$ cat config.mk
export PLATFORM = sky130hd
export DESIGN_NAME = hold_counter
export DESIGN_NICKNAME = d
export VERILOG_FILES = /design/src/rtl/hold_counter.sv
export SDC_FILE = /design/constraint.sdc
export NUM_CORES = 1
export LEC_CHECK = 0
export CORE_AREA = 10 10 47 49
export DETAILED_ROUTE_END_ITERATION = 6
export DIE_AREA = 0 0 57 59
export PLACE_DENSITY = 0.44
export SYNTH_ARGS = -nofsm -noshare
export SYNTH_HDL_FRONTEND = slang
export SYNTH_SLANG_ARGS = --single-unit
$ cat constraint.sdc
create_clock -name clock -period 1.5 [get_ports clock]
set_input_delay 0.3 -clock clock [delete_from_list [all_inputs] [get_ports clock]]
set_output_delay 0.3 -clock clock [all_outputs]
set_load 0.01 [all_outputs]
$ cat src/rtl/hold_counter.sv
// hold_counter
// ------------
// Up-counter with a hold input, used as a latency/delay timer inside the
// memory models. The count advances by one on every rising clock edge while
// hold is low and freezes while hold is high. Tying hold to at_max turns it
// into a saturating delay timer whose terminal count (all ones) marks
// "access complete"; the parent restarts the timer by pulsing reset low.
//
// Parameters
//   size    counter width in bits, 1..32 (default 4)
//
// Ports
//   clock   in   rising-edge clock
//   reset   in   asynchronous, active-low; clears cntr
//   hold    in   1 = keep current value, 0 = increment (modulo 2^size)
//   cntr    out  current count, driven straight from the register
//   at_max  out  combinational all-ones decode of cntr
module hold_counter #(
    parameter int size = 4
) (
    input  logic            clock,
    input  logic            reset,
    input  logic            hold,
    output logic [size-1:0] cntr,
    output logic            at_max
);

    // Increment constant sized to the counter so the add wraps naturally
    // at 2^size without any explicit modulo logic.
    localparam logic [size-1:0] step = size'(1);

    // NOTE: sequential state uses non-blocking assignments so every register
    // samples pre-edge values; the reset branch is in the sensitivity list,
    // which gives a truly asynchronous clear that beats any simultaneous edge.
    always_ff @(posedge clock or negedge reset) begin
        if (!reset) begin
            cntr <= '0;
        end else if (!hold) begin
            cntr <= cntr + step;
        end
    end

    // Pure decode, no register stage: at_max tracks cntr in the same cycle.
    assign at_max = &cntr;

endmodule

# Word-level counts from Yosys, hierarchy flattened
# Cells that the tools add are included.
[word_totals] word_cells=3 register_bits=4
[classes] reduce_logical=1 n_addsub=1
[op_table] cell="$add A4 B1 Y4 const B" n=1
[op_table] cell="$reduce_and A4 Y1" n=1

# Depth between registers and ports, before layout
[depth] ltp_word=1 ltp_mapped=3 mapped_depth_nobuf=3

# Worst setup path after synthesis
# Ideal clock, no wire load.
[synth_timing] kind="register to output" from="reg cntr[0]" to="out at_max" n_path_buf=0 path_stages_with_launch=3 arrival_ns=0.848 path_slack_ns=0.352 path_cell_list="dfrtp_1 > ha_1 > and3_1"
[synth_via] elab_chain_len=1
[synth_lines] item="start, declared" line="24" source="output logic [size-1:0] cntr,"
[synth_lines] item="start signal, assigned" line="39" source="cntr <= cntr + step;"
[synth_lines] item="$reduce_and A4 Y1" line="44" source="assign at_max = &cntr;"
[synth_lines] item="end, declared" line="25" source="output logic at_max"
# Every way passes these cells.

# Worst setup path after layout
[layout_timing] from="reg cntr[2]" to="out cntr[2]"
# No word-level cell between the ends.

==> metrics.yaml <==
status: "complete, no violations"
cts-buffers-inserted: 3
antenna_found_initial: 0
clock_skew_ns: 0.00313
die_width_um: 57
place_congestion: 0.717
io_buffers: 7
hold_viol_final: 0
ir_drop_uv: 812
drc: 0
placed_cell_area_um2: 307
powerDensity_nw_per_um2: 2160
grt_pass1_vias: 148
postCtsSetupBuffers: 0
crit_chain: "clkdlybuf4s50_1"
pin_count: 8
ys_ff_latch: 4
setup_viol: 0
top_register: "cntr"
top_layer: "met3"
rsz0062_at_grt: "no"
synth_top_cells_by_count: "dfrtp_1 (4), xnor2_1 (2)"
worst-path-buf-inv: 1
met3RoutedLength_um: 85
cp-start-kind: "flip-flop"
reg_top3: "cntr: 4 flops"
crit_family: "buffers and inverters"
synthFlopType: "dfrtp_1"
slew_headroom: 0.873
hold_class: "in -> async"
slew_violations: 0
ys_top_cells_by_area: "dfrtp_1 (52%), nand4b_4 (12%), xnor2_1 (9.0%)"
netlist_area_um2: 194
syn_nets: 16
yosysMostFrequentCell: "dfrtp_1"
crit_required_ns: 1.20
fmaxAchievable_mhz: 701
htreeDepth: 1
drt-vias-per-instance: 3.29
grt_max_degree: 5
drive_above_1_share: 0.360
path_class: "reg -> out"
yosysUniqueCellTypes: 8
nets: 31
coreArea_um2: 1400
tritoncts: "built"
syn_avg_cell_area_um2: 16.2
clock-sinks: 4
final_util: 0.229
syn_inst: 12
ant_nets: 0
worst_slew_pin_slew_ns: 0.190
synth_largest_area_cell: "dfrtp_1"
cts.path.max_buffers: 2
clock_latency_ns: 0.23
wl_met1_um: 206
grtUsageTotal: 0.0281
rows: 14
post_drt_wl_per_cell_um: 9.78
arrival_ns: 1.13
dr_total_vias: 135
critical_path.max_stage_delay_ns: 0.54
area_growth_pct: 65.2
synth_edf_count: 0
end_kind: "output pin"
min_period_ns: 1.43
grt_overflow: 0
largest_reg_flops: 4
clk_pin_slew_ns: 0.04
fin_setup_tns_ns: 0
synth_top_area_share: 0.516
wl_um: 401
start_util: 0.138
grt_pass1_wl_um: 648
power.leakage_nw: 0.156
die-area_um2: 3360
async_flop_share: 1.00
cp_slowest_cell: "clkdlybuf4s50_1"
drt-initial-drc-count: 1
synth-seq-area-share: 0.516
ctsRootBufferMaster: "clkbuf_4"
critPathMaxFanout: 3
chipHeight_um: 59
wl_met2_um: 109
drtPass1Iterations: 2
yosysWarnings: 0
min_period_over_period: 0.951
diodes: 0
fin_area_um2: 320
drv_cap: 0
## cell type report
class	count	area (um^2)
clock buffer	3	22.5
fill	156	1080
multi-input combinational	8	93.8
sequential	4	100
tap	16	20.0
timing repair buffer	10	83.8
## report_power, final
part	total, mW	internal [mW]	switching [mW]	leakage, nW
sequential	0.210	0.167	0.0435	0.0469
combinational	0.354	0.203	0.152	0.0957
clock	0.128	0.0891	0.0384	0.0138
total	0.692	0.458	0.234	0.156
## stage by stage
step	cells	setup slack, ns	hold WS [ns]	total power, mW
floorplan	12	0.352	0.00441	0.379
global placement	38	0.0198	0.503	0.593
detailed placement	38	0.00810	0.519	0.608
CTS	41	0.00654	0.275	0.710
global route	41	0.0294	0.282	0.751
finish	41	0.0737	0.276	0.692
## layout by cell type, fill, tap and decap left out, types with 2 or more instances in the layout
master           instances
dlygate4sd2_1            3
buf_4                    3
dfrtp_1                  4
xnor2_1                  2
clkdlybuf4s50_1          3
clkbuf_4                 3
## worst reg2reg max path: cells and delay by family, from the launching register on
family	cells	cell delay (ns)
mux	1	0.27
fa+ha+maj	1	0.30
flops	1	0.37
## cell families (layout without fill, tap and decap cells)
| logic type | count (synthesis) | count (layout) | synth area share |
|---|---|---|---|
| XOR/XNOR | 3 | 3 | 0.174 |
| multiplexers | 1 | 1 | 0.0581 |
| AND/OR/NAND/NOR | 3 | 3 | 0.187 |
| buffers and inverters | 0 | 13 | 0 |
| adder cells (fa/ha/maj) | 1 | 1 | 0.0645 |
| flip-flops | 4 | 4 | 0.516 |
## path summary, 6_finish.rpt
path                       startpoint  endpoint  slack, ns  cells past startpoint
max                           cntr[2]   cntr[2]       0.07                      1
min in group clock            cntr[3]   cntr[3]       0.52                      1
min                             reset   cntr[3]       0.28                      1
max in group asynchronous       reset   cntr[0]       1.05                      1
max reg2reg                   cntr[0]   cntr[1]       0.43                      2
min reg2reg                   cntr[3]   cntr[3]       0.52                      1
## routing by layer
metal / global-route usage / up-vias
met1: 0.0298 / 57
li1: - / 70
met3: 0.0536 / 0
met5: 0 / -
met4: 0.0101 / 0
met2: 0.0186 / 8
## repair_timing
item,in CTS,in global routing
hold buffers,0,0
gates resized for setup,5,1
setup endpoints to repair,4,1
No activity file was read; power rests on OpenSTA's default activity.
